--- src/rtl/fifo.sv ---
// Synchronous single-clock FIFO with a registered read port and an occupancy counter.
// Reset clears the pointers, the count and data_out. Storage is not cleared; empty=1 keeps stale words unreadable.
module fifo #(
  parameter int DWIDTH = 8,
  parameter int DEPTH  = 16
) (
  input  logic              clk,
  input  logic              rst,
  input  logic              wr,
  input  logic              rd,
  input  logic [DWIDTH-1:0] data_in,
  output logic [DWIDTH-1:0] data_out,
  output logic              empty,
  output logic              full
);

  localparam int AW = $clog2(DEPTH);

  logic [DWIDTH-1:0] mem [DEPTH];
  logic [AW-1:0]     wr_ptr;
  logic [AW-1:0]     rd_ptr;
  logic [AW:0]       count;
  logic              wr_ok;
  logic              rd_ok;

  // Accept decisions use flags decoded from the registered count, so a full/empty FIFO gives priority correctly.
  assign wr_ok = wr & ~full;
  assign rd_ok = rd & ~empty;

  assign empty = (count == '0);
  assign full  = (count == (AW+1)'(DEPTH));

  always_ff @(posedge clk) begin
    if (wr_ok) begin
      mem[wr_ptr] <= data_in;
    end
  end

  // Pointers wrap for free because DEPTH is a power of two.
  always_ff @(posedge clk or negedge rst) begin
    if (!rst) begin
      wr_ptr   <= '0;
      rd_ptr   <= '0;
      count    <= '0;
      data_out <= '0;
    end else begin
      if (wr_ok) begin
        wr_ptr <= wr_ptr + AW'(1);
      end
      if (rd_ok) begin
        rd_ptr   <= rd_ptr + AW'(1);
        data_out <= mem[rd_ptr];
      end
      case ({wr_ok, rd_ok})
        2'b10:   count <= count + (AW+1)'(1);
        2'b01:   count <= count - (AW+1)'(1);
        default: count <= count;
      endcase
    end
  end

endmodule

--- config.mk ---
export PLATFORM = sky130hd
export DESIGN_NAME = fifo
export DESIGN_NICKNAME = d
export VERILOG_FILES = /design/src/rtl/fifo.sv
export SDC_FILE = /design/constraint.sdc
export NUM_CORES = 1
export LEC_CHECK = 0
export ABC_AREA = 0
export BUFFER_PORTS_ARGS = -buffer_cell sky130_fd_sc_hd__buf_2
export CORE_MARGIN = 5
export CORE_UTILIZATION = 60
export CTS_CLUSTER_DIAMETER = 40
export DETAILED_ROUTE_END_ITERATION = 6
export HOLD_SLACK_MARGIN = 0.12
export MAX_ROUTING_LAYER = met4
export PLACE_DENSITY = 0.78
export SYNTH_ARGS = -nofsm -noshare
export SYNTH_HDL_FRONTEND = slang
export SYNTH_SLANG_ARGS = --single-unit
--- constraint.sdc ---
create_clock -name clk -period 3.14 [get_ports clk]
set_input_delay 0.628 -clock clk [delete_from_list [all_inputs] [get_ports clk]]
set_output_delay 0.628 -clock clk [all_outputs]
set_load 0.02 [all_outputs]
Yosys cells after proc, flatten, opt, wreduce, memory -nomap -nowiden
Memory sizes are Yosys's and may differ from the RTL's. A register that Yosys moved wholly into a read port is not among the register bits. Cells that the tools add are included.

Memories: 1. Flip-flop bits (word level): 13. Word-level logic and storage cells: 21. Latch bits: 0. Output and inout port bits: 10. ROM bits: 0. Memory bits (writable): 128.

Shift operators: 0. Eq/ne operators: 3. Div/mod/pow operators: 0. Bitwise gates (word level): 4. Reductions and logical operators: 3. $lt $le $gt $ge: 0. Multiplexer cells: 3. $mul: 0. Add/sub/neg operators: 4.

Memory list: mem (words 16, bits a word 8, read ports 1, clocked after memory_dff 1, write ports 1, line 19) `logic [DWIDTH-1:0] mem [DEPTH];`.

Operator list (count): $pmux 5 s2 (1); $add 4x1->4 const B (2); $add 5x1->5 const B (1); $eq 5x5->1 const B (1); $logic_not 5->1 (1); $sub 5x1->5 const B (1); $and 1x1->1 (2); $eq 2x1->1 const B (1); $eq 2x2->1 const B (1); $mux 1 (2); $not 1->1 (2); $reduce_bool 2->1 (1); $logic_not 1->1 (1).

Logic depth before layout (Yosys ltp)
Gate-level depths: netlist (run 1).

Word-level depth: 5. Depth in mapped cells: 13.

Worst setup path before layout (run 1)
Ideal clock, no wire load.

Path kind: register -> register. Start point: register count[0]. End point: register count[4]. Clock period less this slack: 2.897 ns. Data arrival time: 2.773 ns. Slack: 0.243 ns. Cell stages (with the launch flop): 11. Library setup time: 0.124 ns. Cell sequence: dfrtp_1 -> or4_1 -> o21ai_2 -> inv_2 -> ha_1 -> ha_1 -> nor2b_1 -> o21ai_0 -> a21oi_1 -> or3b_2 -> xnor2_1.

Word-level cells in the longest chain between the ends: 5. Elaborated cells on any way between the ends: 12.

Ends and longest elaborated chain: from (decl) (line 22) `logic [AW:0] count;`; from (signal assigned) (line 55) `2'b10: count <= count + (AW+1)'(1);`; from (signal assigned) (line 56) `2'b01: count <= count - (AW+1)'(1);`; from (signal assigned) (line 57) `default: count <= count;`; $logic_not 5->1 (*) (line 30) `assign empty = (count == '0);`; $not 1->1 (*) (line 28) `assign rd_ok = rd & ~empty;`; $and 1x1->1 (*) (line 28); net rd_ok (line 24) `logic rd_ok;`; $eq 2x1->1 or $eq 2x2->1 (tied branches) (line 54) `case ({wr_ok, rd_ok})`; $pmux 5 s2 or $reduce_bool 2->1 (tied branches).

The timed path passes the listed nets; every way through them passes the cells marked *. A chain may end at the register's enable or synchronous reset.

Final worst setup path (run 1)
Same ends and word-level chain as after synthesis.

==> results of run 1 <==
[worst register-to-register path: cells and delay by family (launching register included)]
kind	cells	cell delay (ps)
simple gates	3	1180
xor+xnor	1	130
compound gates	3	450
buf+inv	1	100
flops	1	430
fa+ha+maj	2	600
[flip-flops by register name, summed over array words and instances, names as in the netlist]
signal and count:
mem 128, data_out 8, rd_ptr 4, count 5
wr_ptr 4
[power groups by stage]
stage	combinational (mW)	sequential, mW	clock (mW)
final	1.67	2.80	1.91
after detailed placement	1.63	2.84	0
after global placement	1.59	2.82	0
after global routing	1.81	2.85	2.02
after CTS	1.68	2.81	1.93
after floorplan	1.30	2.67	0
[cell usage in the layout (no fill, tap or decap), types with 3 or more instances in the layout]
| cell | count |
|---|---|
| ha_1 | 9 |
| xnor2_1 | 8 |
| clkinvlp_4 | 3 |
| clkbuf_16 | 16 |
| edfxtp_1 | 128 |
| nand2b_1 | 3 |
| inv_1 | 8 |
| nor2_1 | 13 |
| o221ai_1 | 7 |
| mux4_2 | 33 |
| nor3_1 | 4 |
| mux2i_1 | 8 |
| o21ai_0 | 10 |
| nand2_1 | 30 |
| buf_4 | 17 |
| dfrtp_1 | 20 |
| buf_2 | 21 |
[kinds of logic after synthesis]
group | synth area share
DFF | 0.736
and+or+nand+nor | 0.0436
muxes | 0.139
buffers and inverters | 0.0202
AOI/OAI and AO/OA | 0.0240
xor gates and xnor gates | 0.0148
adders and majority gates | 0.0223
[repair_timing]
action / CTS / global route
setup endpoints to repair: 0 / 1
endpoints found under the hold margin: 21 / 0
hold buffers: 1 / 0
gates resized for setup: 0 / 1
buffers inserted: 0 / 0
[worst max-delay path by stage]
stage,startpoint,end,slack (ps),depth (start not counted)
6_report,count[0]$_DFFE_PN0P_,count[4]$_DFFE_PN0P_,140,10
5_1_grt,count[0]$_DFFE_PN0P_,count[4]$_DFFE_PN0P_,7,12
4_1_cts,count[0]$_DFFE_PN0P_,count[4]$_DFFE_PN0P_,80,10
3_5_place_dp,count[0]$_DFFE_PN0P_,count[4]$_DFFE_PN0P_,140,10
3_3_place_gp,count[0]$_DFFE_PN0P_,count[4]$_DFFE_PN0P_,270,10
2_1_floorplan,count[0]$_DFFE_PN0P_,count[4]$_DFFE_PN0P_,240,10
[metal layers]
| metal | vias up | wire length (um) | share of wire | GRT usage |
|---|---|---|---|---|
| li1 | 1323 | - | - | - |
| met1 | 1559 | 4700 | 0.40 | 0.296 |
| met2 | 110 | 6300 | 0.53 | 0.363 |
| met3 | 13 | 692 | 0.058 | 0.0558 |
| met4 | 0 | 157 | 0.013 | 0.0810 |
| met5 | - | 0 | 0 | - |
[layout make-up]
| cell class | count | area, um2 |
|---|---|---|
| clock buffers | 19 | 422 |
| clock inverters | 12 | 131 |
| fillers | 593 | 2920 |
| inverters | 9 | 33.8 |
| multi-input cells | 142 | 1450 |
| flip-flops and latches | 149 | 4370 |
| well taps | 133 | 166 |
| repair buffers | 39 | 243 |
[through the flow]
step | worst slack [ps] | instance area (um2) | cells | utilization
2_1_floorplan | 243 | 5930 | 316 | -
3_3_place_gp | 272 | 6250 | 471 | 0.642
3_5_place_dp | 138 | 6250 | 471 | 0.642
4_1_cts | 83.6 | 6810 | 503 | 0.700
5_1_grt | 6.55 | 6810 | 503 | 0.700
6_report | 136 | 6810 | 503 | 0.700
==> run metrics, run 1 <==
outcome finished, final reports clean; clock skew 10.2 ps; Synth area leader edfxtp_1; Final nets 380; Routed Antenna Nets 0; Die Area 12000 um2; hold endpoint mem[9][0]$_DFFE_PP_; cells after synthesis 316; Period minus WS final 3000 ps; post-synthesis cell area 5930 um2; flip-flop and latch count after synthesis 149; clock root cell clkbuf_8; layout overhead on the synthesized area 14.8%; H-Tree Depth 4; share of the synthesized area in the top cell type 0.648; Port Buffers 21; GP Congestion 0.813; TritonCTS clock tree done; max incr delay on CP 590 ps; synth cell count leaders edfxtp_1, mux4_2, nand2_1; CP max-delay cell or4_1; Seq/Total Area, Yosys 0.736; Rows 36; CP bufs+invs 1; Synth Flop Type edfxtp_1; switch share 0.311; hold crit path type in2reg; hold path depth 1; Slew headroom 0.401; Mapped Nets 338; Synth Area per Inst 18.8 um2; Hold Fails Final Rpt 0; Async S/R FF share, synth 0.141; # clock sinks 149; Critical Path Fanout Max 5; vias in the first global route 3132; Remaining DRCs 0; final hold slack 483 ps; Die Wd 109 um; Clock power frac 0.299; R2R depth 10; WP data arrival 3410 ps; n_diodes 0; largest net degree at the start of global routing 23; Longest Clk Path Bufs 2; Peak VDD IR 434 uV; initial antenna violation count 0; synth warn 0; Top delay family on crit path simple AND/OR/NAND/NOR gates; critical path class reg2reg; measured slew at the worst slew-check pin 895 ps; FF-to-FF Start count[0]$_DFFE_PN0P_; Starting Density 0.610; core area 9730 um2; Synth area leaders edfxtp_1, mux4_2, dfrtp_1; reg-to-reg endpoint count[4]$_DFFE_PN0P_; Cell Chain, Critical Path or4_1 > o21ai_2 > inv_2 > ha_1 > ha_1 > nor2b_1 > o21ai_1 > a21oi_1 > or3b_2 > xnor2_1; CTS buffer count 17; Min-Delay Startpoint data_in[0]; routed vias 3005; Clock transition at path regs 60 ps; Cell variety after synth 32; GRT overflow 0; latest clock arrival within the worst-skew pair 520 ps; CP endpoint kind flip-flop; WL/cell 23.6 um; Data required, critical path 3550 ps; RSZ-0062 raised after global routing false; die extent in y 109 um; Switch Pwr 1.99 mW; io pins 22; number of flops mapped to enable cells by yosys 128; number of max-cap violations 0; fraction of layout instances using a drive strength above 1 0.281; First-pass DRT Iterations 5; Final Total Pwr 6.38 mW; combinational share of power 0.262; detailed placer's ending HPWL 7180 um; first-pass GRT wire length 18700 um; Startpoint Class flip-flop; GRT Overall Usage 0.230; initial DRC count 233; final setup fails 0; R2R Setup Slk 140 ps; leak pwr 2.39 nW; Max Slew Vio Count 0; wirelength, routed 11900 um; most frequent cell after synthesis edfxtp_1; CP dominant cell by count ha_1; Internal Power 4.40 mW; Power Dens Cells 937 nW/um2; Max Freq 0.333 GHz; Final period util 0.957; TNS Setup 0 ps; routed vias/inst 5.97; Reg power frac 0.439
(Power assumes the default switching activity.)
==> run 2, diff against run 1 <==
MAX_ROUTING_LAYER = unset   (was met4)
==> run metrics, run 2 (same netlist as run 1, synthesis figures left out) <==
fraction of layout instances using a drive strength above 1 0.281 (unchanged); CP bufs+invs 1 (unchanged); First-pass DRT Iterations 4 (-1); Slew headroom 0.398 (-0.00346); initial DRC count 219 (-6.0%); final setup fails 0 (unchanged); first-pass GRT wire length 18700 um (about the same); multi-input logic area 1450 um2 (unchanged); Port Buffers 21 (unchanged); # clock sinks 149 (unchanged); WL/cell 23.9 um (+1.3%); TritonCTS clock tree done; Die Area 12000 um2 (unchanged); Remaining DRCs 0 (unchanged); final core utilization 0.700 (unchanged); routed vias 3018 (+0.43%); Routed Antenna Nets 0 (unchanged); Final nets 380 (unchanged); most flop-heavy register mem; Max Freq 0.334 GHz (+0.21%); initial antenna violation count 0 (unchanged); Data required, critical path 3550 ps (about the same); number of max-cap violations 0 (unchanged); Final period util 0.955 (-0.00205); largest net degree at the start of global routing 23 (unchanged); Peak VDD IR 445 uV (+2.6%); die extent in y 109 um (unchanged); Hold Fails Final Rpt 0 (unchanged); measured slew at the worst slew-check pin 900 ps (+5.18 ps); max incr delay on CP 580 ps (about the same); wirelength, routed 12000 um (+1.3%); Cell Chain, Critical Path or4_1 > o21ai_2 > inv_2 > ha_1 > ha_1 > nor2b_1 > o21ai_1 > a21oi_1 > or3b_2 > xnor2_1; clock root cell clkbuf_8; CP dominant cell by count ha_1; leak pwr 2.39 nW (unchanged); CP endpoint kind flip-flop; hold crit path type in2reg; commonest non-fill, non-tap cell in the layout edfxtp_1; detailed placer's ending HPWL 7180 um (unchanged); WP data arrival 3410 ps (about the same); Longest Clk Path Bufs 2 (unchanged); io pins 22 (unchanged); Power Dens Cells 940 nW/um2 (+0.29%); routed vias/inst 6.00 (+0.43%); CP max-delay cell or4_1; H-Tree Depth 4 (unchanged); max reg flops 128 (unchanged); CTS buffer count 17 (unchanged); core area 9730 um2 (unchanged); Reg area 4370 um2 (unchanged); top flop regs mem (128), data_out (8), count (5); critical path class reg2reg; Critical Path Fanout Max 5 (unchanged); GRT Overall Usage 0.223 (-0.00615); fill cell count 593 (unchanged); Period minus WS final 3000 ps (-6.42 ps); latest clock arrival within the worst-skew pair 530 ps (about the same); Rows 36 (unchanged); n_diodes 0 (unchanged); clock skew 7.97 ps (-2.23 ps); Top delay family on crit path simple AND/OR/NAND/NOR gates; GP Congestion 0.801 (-1.4%); GRT overflow 0 (unchanged); TNS Setup 0 ps (unchanged); postcts setup bufs 0 (unchanged); Die Wd 109 um (unchanged); Starting Density 0.610 (unchanged); Clock transition at path regs 70 ps (about the same); commonest cells after routing, fill and taps aside edfxtp_1, mux4_2, nand2_1, buf_2, dfrtp_1; Startpoint Class flip-flop; outcome finished, final reports clean; Max Slew Vio Count 0 (unchanged); vias in the first global route 3129 (-0.096%); layout overhead on the synthesized area 14.8% (unchanged); RSZ-0062 raised after global routing false
## run 2: where the power goes
| group | total (mW) | internal [mW] | switching, mW | leakage [nW] |
|---|---|---|---|---|
| logic | 1.68 | 0.806 | 0.871 | 0.723 |
| clock network | 1.92 | 1.13 | 0.790 | 0.262 |
| registers | 2.81 | 2.46 | 0.345 | 1.41 |
## run 2: metal layers
metal | GRT usage | wire length, um | part of all wire
met5 | 0 | 0 | 0
met4 | 0.0810 | 222 | 0.018
met3 | 0.0587 | 705 | 0.059
met2 | 0.362 | 6220 | 0.52
met1 | 0.296 | 4860 | 0.40
## run 2: worst paths after layout
check,startpoint,endpoint,slack (ps),cells past startpoint
setup / recovery,count[0]$_DFFE_PN0P_,count[4]$_DFFE_PN0P_,140,10
hold / removal,data_in[0],mem[7][0]$_DFFE_PP_,480,1
setup reg to reg,count[0]$_DFFE_PN0P_,count[4]$_DFFE_PN0P_,140,10
hold reg to reg,data_out[1]$_DFFE_PN0P_,data_out[1]$_DFFE_PN0P_,490,2
max in group asynchronous,rst,rd_ptr[2]$_DFFE_PN0P_,2170,2
min in group asynchronous,rst,count[4]$_DFFE_PN0P_,600,2
## run 2: layout make-up
type,instances,share of cell area
multi-input cells,142,0.212
clock inverters,12,0.0193
clock buffers,19,0.0619
flip-flops and latches,149,0.642
well taps,133,0.0244
repair buffers,39,0.0356
inverters,9,0.00496
## run 2: repair_timing
| action | 4_1_cts | 5_1_grt |
|---|---|---|
| endpoints found under the setup margin | 0 | 1 |
| gates resized for setup | 0 | 1 |
| hold buffers | 1 | 0 |
| endpoints found under the hold margin | 21 | 0 |
## run 2: worst register-to-register path, stage by stage (launching register included)
cell     delay [ps]
dfrtp_1         430
or4_1           580
o21ai_2         190
inv_2           100
ha_1            260
ha_1            340
nor2b_1         140
o21ai_1         160
a21oi_1          90
or3b_2          450
xnor2_1         130
## run 2: per-stage QoR
step | power, mW | cell area (um2) | hold slack [ps] | setup slack, ps | instances
after floorplan | 3.97 | 5930 | 332 | 243 | 316
after global placement | 4.40 | 6250 | 461 | 272 | 471
after detailed placement | 4.47 | 6250 | 471 | 138 | 471
after CTS | 6.43 | 6810 | 470 | 83.6 | 503
after global routing | 6.68 | 6810 | 485 | 6.55 | 503
final | 6.40 | 6810 | 481 | 143 | 503
==> run 3, diff against run 2 <==
CORE_ASPECT_RATIO = 0.5   (was unset)
==> run metrics, run 3 (same netlist as run 1, synthesis figures left out) <==
CP max-delay cell or4_1; top flop regs mem (128), data_out (8), count (5); Peak VDD IR 367 uV (-17%); most flop-heavy register mem; initial DRC count 310 (+42%); FF-to-FF Start count[1]$_DFFE_PN0P_; GRT Overall Usage 0.221 (-0.00277); Die Area 12100 um2 (+1.0%); Power Dens Cells 952 nW/um2 (+1.3%); Setup crit end count[4]$_DFFE_PN0P_; Routed met3 length 900 um (+28%); M1 wire length 5070 um (+4.4%); final setup fails 0 (unchanged); reg-to-reg endpoint count[4]$_DFFE_PN0P_; Port Buffers 21 (unchanged); core area 9540 um2 (-1.9%); WL/cell 23.4 um (-1.8%); post-route insts no fill 503 (unchanged); Switch Pwr 2.06 mW (+2.6%); first-pass GRT wire length 18800 um (+0.59%); switch share 0.316 (+0.00235); Internal Power 4.46 mW (+1.5%); Starting Density 0.622 (+0.0121); fraction of layout instances using a drive strength above 1 0.296 (+0.0151); Top delay family on crit path simple AND/OR/NAND/NOR gates; Cell Chain, Critical Path or4_1 > o21ai_2 > inv_2 > ha_2 > ha_1 > nor2b_1 > o21ai_1 > a21oi_1 > or3b_2 > xnor2_2; Data required, critical path 3430 ps (-120 ps); Die Wd 151 um (+38%); Max Slew Vio Count 0 (unchanged); n_diodes 0 (unchanged); largest net degree at the start of global routing 35 (+52%); clock root cell clkbuf_16; Startpoint Class flip-flop; WP data arrival 3260 ps (-150 ps); Routed Antenna Nets 0 (unchanged); Final Total Pwr 6.52 mW (+1.8%); GRT overflow 0 (unchanged); Max Freq 0.336 GHz (+0.77%); wirelength, routed 11800 um (-1.8%); Critical Path Fanout Max 5 (unchanged); Remaining DRCs 0 (unchanged); clock skew 6.56 ps (-1.41 ps); CP bufs+invs 1 (unchanged); Longest Clk Path Bufs 2 (unchanged); commonest cells after routing, fill and taps aside edfxtp_1, mux4_2, nand2_1, buf_2, dfrtp_1; RSZ-0062 raised after global routing false; R2R depth 10 (unchanged); Final nets 377 (-0.79%); crit path launch count[1]$_DFFE_PN0P_; Rows 25 (-31%); initial antenna violation count 0 (unchanged); critical path depth in cells 10 (unchanged); leak pwr 2.41 nW (+0.77%); die extent in y 80.3 um (-27%); First-pass DRT Iterations 4 (unchanged); TritonCTS clock tree done; # hold bufs at CTS 0 (-1); vias in the first global route 3146 (+0.54%); Period minus WS final 2970 ps (-23.0 ps); hold crit path type in2async; Final period util 0.947 (-0.00731); routed vias 3064 (+1.5%); commonest non-fill, non-tap cell in the layout edfxtp_1; critical path class reg2reg; combinational share of power 0.269 (+0.007); measured slew at the worst slew-check pin 923 ps (+23.5 ps); Slew headroom 0.384 (-0.0135); max incr delay on CP 590 ps (about the same); outcome finished, final reports clean; CP endpoint kind flip-flop; Clock power frac 0.309 (+0.010); Reg power frac 0.422 (-0.017); detailed placer's ending HPWL 7550 um (+5.3%); layout overhead on the synthesized area 15.3%; TNS Setup 0 ps (unchanged); wire length on met2 5690 um (-8.6%); number of max-cap violations 0 (unchanged); Hold Fails Final Rpt 0 (unchanged); Clock transition at path regs 60 ps (about the same); # clock sinks 149 (unchanged); Max Used Layer met4; R2R Setup Slk 170 ps (+20 ps); latest clock arrival within the worst-skew pair 410 ps (-120 ps); H-Tree Depth 4 (unchanged); GP Congestion 0.798 (-0.45%); routed vias/inst 6.09 (+1.5%); io pins 22 (unchanged); # placed instances 471 (unchanged); CTS buffer count 17 (unchanged); max reg flops 128 (unchanged)
==> run 3: changes by cell type in the layout (fill, tap and decap cells not counted), moves of 2 or more <==
cell,previous run,this run
buf_4,17,15
clkbuf_1,2,0
clkinvlp_4,3,1
inv_6,2,6
==> run 3: area by class of cell <==
cell class,instances,area [um2]
sequential,149,4370
clock buffer,17,425
clock inverter,15,166
timing repair buffer,36,218
tap,135,169
inverter,9,33.8
fill,542,2700
multi-input combinational,142,1460
==> run 3: worst min path at each step <==
stage,start,endpoint,slack [ps],cells after the start
after detailed placement,data_out[1]$_DFFE_PN0P_,data_out[1]$_DFFE_PN0P_,490,2
after floorplan,rst,count[0]$_DFFE_PN0P_,330,0
after global routing,rst,count[4]$_DFFE_PN0P_,190,1
after CTS,rst,count[1]$_DFFE_PN0P_,170,1
after global placement,data_out[3]$_DFFE_PN0P_,data_out[3]$_DFFE_PN0P_,460,2
final,rst,wr_ptr[0]$_DFFE_PN0P_,160,1
==> run 3: power by group through the flow <==
| stage | Sequential (mW) | Clock (mW) | Combinational, mW |
|---|---|---|---|
| after floorplan | 2.67 | 0 | 1.30 |
| after global placement | 2.74 | 0 | 1.65 |
| after detailed placement | 2.77 | 0 | 1.72 |
| after CTS | 2.75 | 2.04 | 1.75 |
| after global routing | 2.80 | 2.14 | 1.89 |
| final | 2.75 | 2.01 | 1.75 |
==> run 3: routing by layer <==
layer,GRT usage,vias to the layer above
met4,0.0732,0
met2,0.342,149
met3,0.0519,12
met5,0,-
li1,-,1320
met1,0.315,1583
==> run 3: repair_timing <==
item	CTS	global route
setup endpoints to repair	1	1
buffers inserted	0	0
pin swaps	0	0
gates resized for setup	1	5
endpoints found under the hold margin	0	0
==> run 3: per-stage QoR <==
stage          utilization  setup slack (ps)  area, um2  hold slack (ps)
6_report             0.718               166       6850              165
5_1_grt              0.718              9.76       6850              188
4_1_cts              0.716              43.2       6830              167
3_5_place_dp         0.654              20.7       6230              487
3_3_place_gp         0.654               289       6230              461
2_1_floorplan            -               243       5930              332
